## config.mk

```make
export PLATFORM = sky130hd
export DESIGN_NAME = core_step_ctrl
export DESIGN_NICKNAME = d
export VERILOG_FILES = /design/src/rtl/core_step_ctrl.sv
export SDC_FILE = /design/constraint.sdc
export NUM_CORES = 1
export LEC_CHECK = 0
export BUFFER_PORTS_ARGS = -buffer_cell sky130_fd_sc_hd__buf_2
export CORE_ASPECT_RATIO = 0.9
export CORE_UTILIZATION = 58
export CTS_CLUSTER_DIAMETER = 100
export CTS_CLUSTER_SIZE = 16
export DETAILED_ROUTE_END_ITERATION = 8
export PLACE_DENSITY = 0.76
export SLEW_MARGIN = 20
export SYNTH_ARGS = -nofsm -noshare
export SYNTH_HDL_FRONTEND = slang
export SYNTH_SLANG_ARGS = --single-unit
```

## constraint.sdc

```tcl
create_clock -name clk -period 7.5 [get_ports clk]
set_input_delay 1.5 -clock clk [delete_from_list [all_inputs] [get_ports clk]]
set_output_delay 1.5 -clock clk [all_outputs]
set_load 0.05 [all_outputs]
```

## src/rtl/core_step_ctrl.sv

```systemverilog
// core_step_ctrl: run/halt/single-step sequencer driving the core clock-enable
module core_step_ctrl #(
  parameter int DIV        = 100000,
  parameter int DEB_CYCLES = 1000000,
  parameter int CNT_W      = 32
) (
  input  logic             clk,
  input  logic             rst,
  input  logic             run_sw,
  input  logic             fast_sw,
  input  logic             step_btn,
  input  logic             halt_req,
  output logic             core_en,
  output logic             halted,
  output logic [CNT_W-1:0] step_cnt
);
  localparam int DVW = $clog2(DIV);
  localparam int DBW = $clog2(DEB_CYCLES + 1);
  typedef enum logic [1:0] {HALT, RUN, STEP, LOCK} state_t;
  state_t state, state_nx;
  logic run_m, run_s, fast_m, fast_s, btn_m, btn_s, btn_db, press, deb_hit, tick;
  logic [DBW-1:0] deb_cnt;
  logic [DVW-1:0] div_cnt;
  assign deb_hit = btn_s != btn_db && deb_cnt == DBW'(DEB_CYCLES - 1);
  assign tick    = state == RUN && !fast_s && div_cnt == DVW'(DIV - 1);
  // Synchronize switches/button and debounce the button into a press pulse
  always_ff @(posedge clk) begin
    if (rst) begin
      {run_m, run_s, fast_m, fast_s, btn_m, btn_s} <= '0;
      btn_db  <= 1'b0;
      press   <= 1'b0;
      deb_cnt <= '0;
    end else begin
      {run_s, run_m}   <= {run_m, run_sw};
      {fast_s, fast_m} <= {fast_m, fast_sw};
      {btn_s, btn_m}   <= {btn_m, step_btn};
      deb_cnt <= (btn_s == btn_db || deb_hit) ? '0 : deb_cnt + DBW'(1);
      btn_db  <= deb_hit ? btn_s : btn_db;
      press   <= deb_hit & btn_s;
    end
  end
  // Rate divider runs only in divided RUN; any other condition parks it at zero
  always_ff @(posedge clk) begin
    if (rst || state != RUN || fast_s || tick) div_cnt <= '0;
    else div_cnt <= div_cnt + DVW'(1);
  end
  // State register and count of enabled core cycles
  always_ff @(posedge clk) begin
    if (rst) begin
      state    <= HALT;
      step_cnt <= '0;
    end else begin
      state    <= state_nx;
      step_cnt <= step_cnt + CNT_W'(core_en);
    end
  end
  // Next state and outputs; a step always issues, halt_req only gates RUN
  always_comb begin
    state_nx = state;
    case (state)
      HALT:    state_nx = run_s ? RUN : press ? STEP : HALT;
      RUN:     state_nx = !run_s ? HALT : halt_req ? LOCK : RUN;
      STEP:    state_nx = run_s ? RUN : HALT;
      LOCK:    state_nx = run_s ? LOCK : HALT;
      default: state_nx = HALT;
    endcase
    core_en = state == STEP || (state == RUN && !halt_req && (fast_s || tick));
    halted  = state == HALT || state == LOCK;
  end
endmodule

```

==> impl_metrics.env, run 1 <==
export IMPL_first_global_vias=2783
export IMPL_max_slew_margin_pct=31.03
export IMPL_post_place_cells=501
export IMPL_area_growth_pct=11.71
export IMPL_yosysSeqAreaShare_pct=44.18
export IMPL_syn_area_um2=3580
export IMPL_nNetsFinal=456
export IMPL_cts_repair_resized=0
export IMPL_grt_pass1_wl_mm=12.39
export IMPL_ys_types=40
export IMPL_yosysMostFrequentCell="dfxtp_1"
export IMPL_netlist_top_cell_by_area="dfxtp_1"
export IMPL_yosys_warnings=0
export IMPL_coreArea_um2=5823
export IMPL_synth_async_sr_flop_share_pct=0
export IMPL_worstSkewPairLatency_ns=0.35
export IMPL_synthCells=406
export IMPL_critical_path_class="register to output pin"
export IMPL_grt_max_degree=48
export IMPL_die_y_um=76.53
export IMPL_fp_row_count=26
export IMPL_power_density_nw_per_um2=191.6
export IMPL_hold_buffers=0
export IMPL_hold_path_class="register to register"
export IMPL_first_pass_iters=9
export IMPL_critPathArrivalTime_ns=2.23
export IMPL_cts_sinks=79
export IMPL_peakVddDrop_uv=139.2
export IMPL_synth_top_area_share_pct=44.18
export IMPL_postRouteAntennaNets=0
export IMPL_cts_setup_buffers=0
export IMPL_root_buffer="clkbuf_8"
export IMPL_grtUsageTotal_pct=23.71
export IMPL_grt_overflow=0
export IMPL_cts_tree="yes"
export IMPL_whs_ns=0.4440
export IMPL_drtIter0Drc=113
export IMPL_synthTopCellsByCount="dfxtp_1 (79), nor2_1 (44), a21oi_1 (28), nand3_1 (28), xnor2_1 (24)"
export IMPL_stdcell_count=517
export IMPL_syn_nets=420
export IMPL_drc=4
export IMPL_synth_seq_cells=79
export IMPL_dp_slack_ns=3.694
export IMPL_leakage_nw=1.326
export IMPL_rsz0062_at_grt="no"
export IMPL_start_kind="register"
export IMPL_die_area_um2=6491
export IMPL_worstPathMaxFanout=4
export IMPL_diodes=0
export IMPL_die_w_um=84.81
export IMPL_violations="design-rule violations"
export IMPL_synth_edff_count=0
export IMPL_viasPerCell=5.899
export IMPL_hold_viol_final=0
export IMPL_final_core_util_pct=68.67
export IMPL_crit_required_ns=6.00
export IMPL_finClkSkew_ns=0.009682
export IMPL_cts_clk_slew_worst_paths_ns=0.08
export IMPL_worstMarginPinSlew_ns=1.028
export IMPL_drt_total_wl_mm=7.009
export IMPL_wire_per_inst_um=13.56
export IMPL_slew_viol_final=0
export IMPL_fin_setup_tns_ns=0
export IMPL_finalCritPeriodShare_pct=49.69
export IMPL_cts_max_level=3
export IMPL_min_period_ns=3.727
export IMPL_outcome="finished with violations"
export IMPL_max_freq_ghz=0.2683
export IMPL_end_kind="output pin"
export IMPL_cts_buffers=9
export IMPL_portBuffers=39
export IMPL_syn_avg_cell_area_um2=8.817
export IMPL_synth_ff_type="dfxtp_1"
export IMPL_synth_area_leaders="dfxtp_1 (44%), xnor2_1 (5.9%), nor2_1 (4.6%)"
export IMPL_antenna_found_initial=0
export IMPL_dp_hpwl_mm=4.833
export IMPL_ios=40
export IMPL_initial_utilization_pct=61.47
export IMPL_via_count=3050
export IMPL_cap_viol_max_count=0
export IMPL_finalSetupViolCount=0
export IMPL_setup_ws_ns=3.773
export IMPL_gp_congestion=0.7999
export IMPL_drive_gt1_share_pct=14.32
export IMPL_clockBufferDepth=2
layer usage:
layer | wire (um) | GRT usage, % | vias up
li1 | - | - | 1546
met3 | 317 | 8.451 | 14
met4 | 125 | 9.322 | 0
met5 | 0 | 0 | -
met1 | 3380 | 29.92 | 1425
met2 | 3186 | 36.99 | 65
worst paths after layout:
check / slack, ns / from / depth (start not counted) / endpoint
worst max-delay path: 3.77 / state[1] / 7 / core_en
worst min-delay path: 0.44 / fast_m / 1 / fast_s
worst max register to register: 3.87 / state[1] / 12 / step_cnt[28]
worst min register to register: 0.44 / fast_m / 1 / fast_s
layout make-up:
class,count,area [um^2]
inverters,16,60.06
multi-input cells,297,1869
clock inverters,4,70.07
fillers,471,1824
repair buffers,39,195.2
flip-flops and latches,79,1582
well taps,70,87.58
clock buffers,12,135.1
placed cells by master, fill, tap and decap left out, types with 2 or more instances in the layout:
| cell type | instances |
|---|---|
| nor2b_1 | 8 |
| dfxtp_1 | 79 |
| nor2_1 | 44 |
| clkbuf_8 | 9 |
| and3_1 | 3 |
| xor2_1 | 14 |
| a21oi_1 | 28 |
| nor4b_1 | 3 |
| o41ai_1 | 2 |
| nor3_1 | 12 |
| clkinv_2 | 2 |
| buf_2 | 39 |
| inv_1 | 16 |
| and4_1 | 6 |
| bufinv_16 | 2 |
| nand2_1 | 22 |
| nor4_1 | 11 |
| clkbuf_1 | 3 |
| ha_1 | 8 |
| or3_2 | 2 |
| or3b_2 | 3 |
| or4_1 | 20 |
| or3_1 | 9 |
| o31ai_1 | 18 |
| nand3_1 | 28 |
| nand4_1 | 13 |
| o21ai_0 | 6 |
| xnor2_1 | 24 |
report_power, final:
part | internal [mW] | switching (mW)
registers | 0.421 | 0.000944
clock network | 0.187 | 0.146
logic | 0.00305 | 0.00772
state kept, by name, indices dropped and copies added, names as in the netlist:
register / cells
run_m: 1
btn_s: 1
run_s: 1
fast_m: 1
fast_s: 1
btn_db: 1
step_cnt: 32
deb_cnt: 20
btn_m: 1
div_cnt: 17
state: 2
press: 1
stage by stage:
step                      instance area (um^2)  power, mW
after detailed placement                  3794     0.4427
after global routing                      3999     0.7968
after floorplan                           3580     0.4395
final                                     3999     0.7660
after global placement                    3794     0.4424
after CTS                                 3999     0.7740
cells by family after synthesis:
| group | after synthesis | synth area share (%) |
|---|---|---|
| adders and majority gates | 8 | 2.796 |
| buffers and inverters | 30 | 3.600 |
| AOI/OAI and AO/OA | 60 | 10.31 |
| and+or+nand+nor | 191 | 29.82 |
| xor gates and xnor gates | 38 | 9.297 |
| DFF | 79 | 44.18 |
worst max-delay path: stages, from the launching register on:
cell      delay, ns
dfxtp_1        0.33
inv_1          0.08
ha_1           0.21
nand2b_1       0.12
or4_1          0.51
o21bai_1       0.15
a31o_2         0.21
buf_2          0.27
Note: power is estimated with default switching activity, not from simulation.
==> run 2, diff against run 1 <==
==> constraint.sdc (replaced) <==
create_clock -name clk -period 3.47 [get_ports clk]
set_input_delay 0.694 -clock clk [delete_from_list [all_inputs] [get_ports clk]]
set_output_delay 0.694 -clock clk [all_outputs]
set_load 0.05 [all_outputs]
==> impl_metrics.env, run 2 (synthesis gave the netlist of run 1 again) <==
export IMPL_p_sw_mw=0.3413
export IMPL_rrSetupSlack_ns=0.23
export IMPL_violations="design-rule violations"
export IMPL_whs_ns=0.4448
export IMPL_layout_area_seq_um2=1582
export IMPL_wire_per_inst_um=13.36
export IMPL_die_area_um2=6491
export IMPL_finClkSkew_ns=0.004312
export IMPL_drc=5
export IMPL_crit_required_ns=3.74
export IMPL_grt_use_met2_pct=37.07
export IMPL_pwr_share_seq_pct=54.2
export IMPL_fp_row_count=26
export IMPL_final_common_cell="dfxtp_1"
export IMPL_clock_power_share_pct=44.4
export IMPL_dp_slack_ns=0.1905
export IMPL_outcome="finished with violations"
export IMPL_start_kind="register"
export IMPL_grt_overflow=0
export IMPL_critPathArrivalTime_ns=3.51
export IMPL_globalRouteMet1Util_pct=29.10
export IMPL_hold_viol_final=0
export IMPL_drt_total_wl_mm=6.972
export IMPL_ios=40
export IMPL_viasPerCell=5.768
export IMPL_cts_clk_slew_worst_paths_ns=0.08
export IMPL_power_density_nw_per_um2=414.5
export IMPL_max_freq_ghz=0.3082
export IMPL_slew_viol_final=0
export IMPL_regMostFlops="step_cnt"
export IMPL_die_y_um=76.53
export IMPL_nNetsFinal=461
export IMPL_hold_path_class="register to register"
export IMPL_cts_tree="yes"
export IMPL_root_buffer="clkbuf_8"
export IMPL_postRouteAntennaNets=0
export IMPL_cts_setup_buffers=0
export IMPL_finalSetupViolCount=0
export IMPL_max_slew_margin_pct=50.84
export IMPL_dp_hpwl_mm=4.791
export IMPL_peakVddDrop_uv=309.3
export IMPL_cap_viol_max_count=0
export IMPL_leakage_nw=1.352
export IMPL_grtUsageMet3_pct=6.609
export IMPL_grt_max_degree=33
export IMPL_drive_gt1_share_pct=16.15
export IMPL_diodes=0
export IMPL_die_w_um=84.81
export IMPL_antenna_found_initial=0
export IMPL_end_kind="register"
export IMPL_pwr_share_comb_pct=1.5
export IMPL_initial_utilization_pct=61.47
export IMPL_grt_busiest_layer="met2"
export IMPL_multiInputGateArea_um2=1877
export IMPL_coreArea_um2=5823
export IMPL_finalCritPeriodShare_pct=93.51
export IMPL_cts_sinks=79
export IMPL_p_int_mw=1.342
export IMPL_cts_buffers=9
export IMPL_largest_reg_flops=32
export IMPL_fillers=476
export IMPL_switching_share_pct=20.27
export IMPL_layout_common_cells="dfxtp_1 (79), nor2_1 (44), buf_2 (39)"
export IMPL_worstPathMaxFanout=8
export IMPL_drtIter0Drc=130
export IMPL_area_growth_pct=13.46
export IMPL_first_pass_iters=9
export IMPL_grtUsageTotal_pct=22.97
export IMPL_first_global_vias=2805
export IMPL_portBuffers=39
export IMPL_worstSkewPairLatency_ns=0.34
export IMPL_critical_path_class="register to register"
export IMPL_grt_pass1_wl_mm=12.06
export IMPL_clockBufferDepth=2
export IMPL_reg_top3="step_cnt: 32 flops, deb_cnt: 20 flops, div_cnt: 17 flops"
export IMPL_gp_congestion=0.8193
export IMPL_setup_ws_ns=0.2250
export IMPL_min_period_ns=3.245
export IMPL_cts_max_level=3
export IMPL_via_count=3011
export IMPL_final_core_util_pct=69.75
export IMPL_worstMarginPinSlew_ns=0.7374
run 2: cell types whose count changed in the layout (fill, tap and decap cells not counted), sizes merged:
cell      before  now
clkinvlp       0    1
clkbuf        12   11
buf           39   44
run 2: power groups by stage:
stage                     logic, mW  clock network (mW)  registers, mW
after floorplan              0.0171                   0          0.933
after global placement       0.0248                   0          0.933
after detailed placement     0.0254                   0          0.933
after CTS                    0.0254               0.762          0.912
after global routing         0.0282               0.808          0.912
final                        0.0251               0.747          0.912
run 2: final timing paths:
check,startpoint,end,cells after the start
setup / recovery,state[1],step_cnt[24],12
hold / removal,run_m,run_s,1
setup reg to reg,state[1],step_cnt[24],12
hold reg to reg,run_m,run_s,1
run 2: cell type report:
type                       instances  area share, %
tap                               70          2.156
clock inverter                     5          2.002
clock buffer                      11          3.481
timing repair buffer              44          5.730
multi-input combinational        297          46.21
sequential                        79          38.94
inverter                          16          1.479
run 2: metal layers:
metal	vias up	share of wire (%)	routed length, um
li1	1553	-	-
met1	1406	50	3493
met2	45	46	3188
met3	7	3.0	208
met4	0	1.2	82
met5	-	0	0
run 2: timing repair:
action                                  CTS  global route
hold buffers                              0             0
gates resized for setup                   0             2
endpoints found under the setup margin    0             4
run 2: through the flow:
stage          area, um^2   TNS, ns  std cells  total power, mW
5_1_grt              4061  -0.02373        522            1.749
2_1_floorplan        3580         0        406           0.9499
6_report             4061         0        522            1.684
4_1_cts              4054         0        522            1.699
3_5_place_dp         3831         0        506           0.9585
3_3_place_gp         3831         0        506           0.9577
run 2: critical path: stages, from the launching register on:
cell      delay (ns)
dfxtp_1         0.33
inv_1           0.08
ha_1            0.20
nand2b_1        0.12
or4_1           0.50
o21bai_1        0.14
a31o_2          0.19
ha_2            0.23
ha_1            0.18
nand2_1         0.15
or3_4           0.47
or4_1           0.43
a21oi_1         0.16
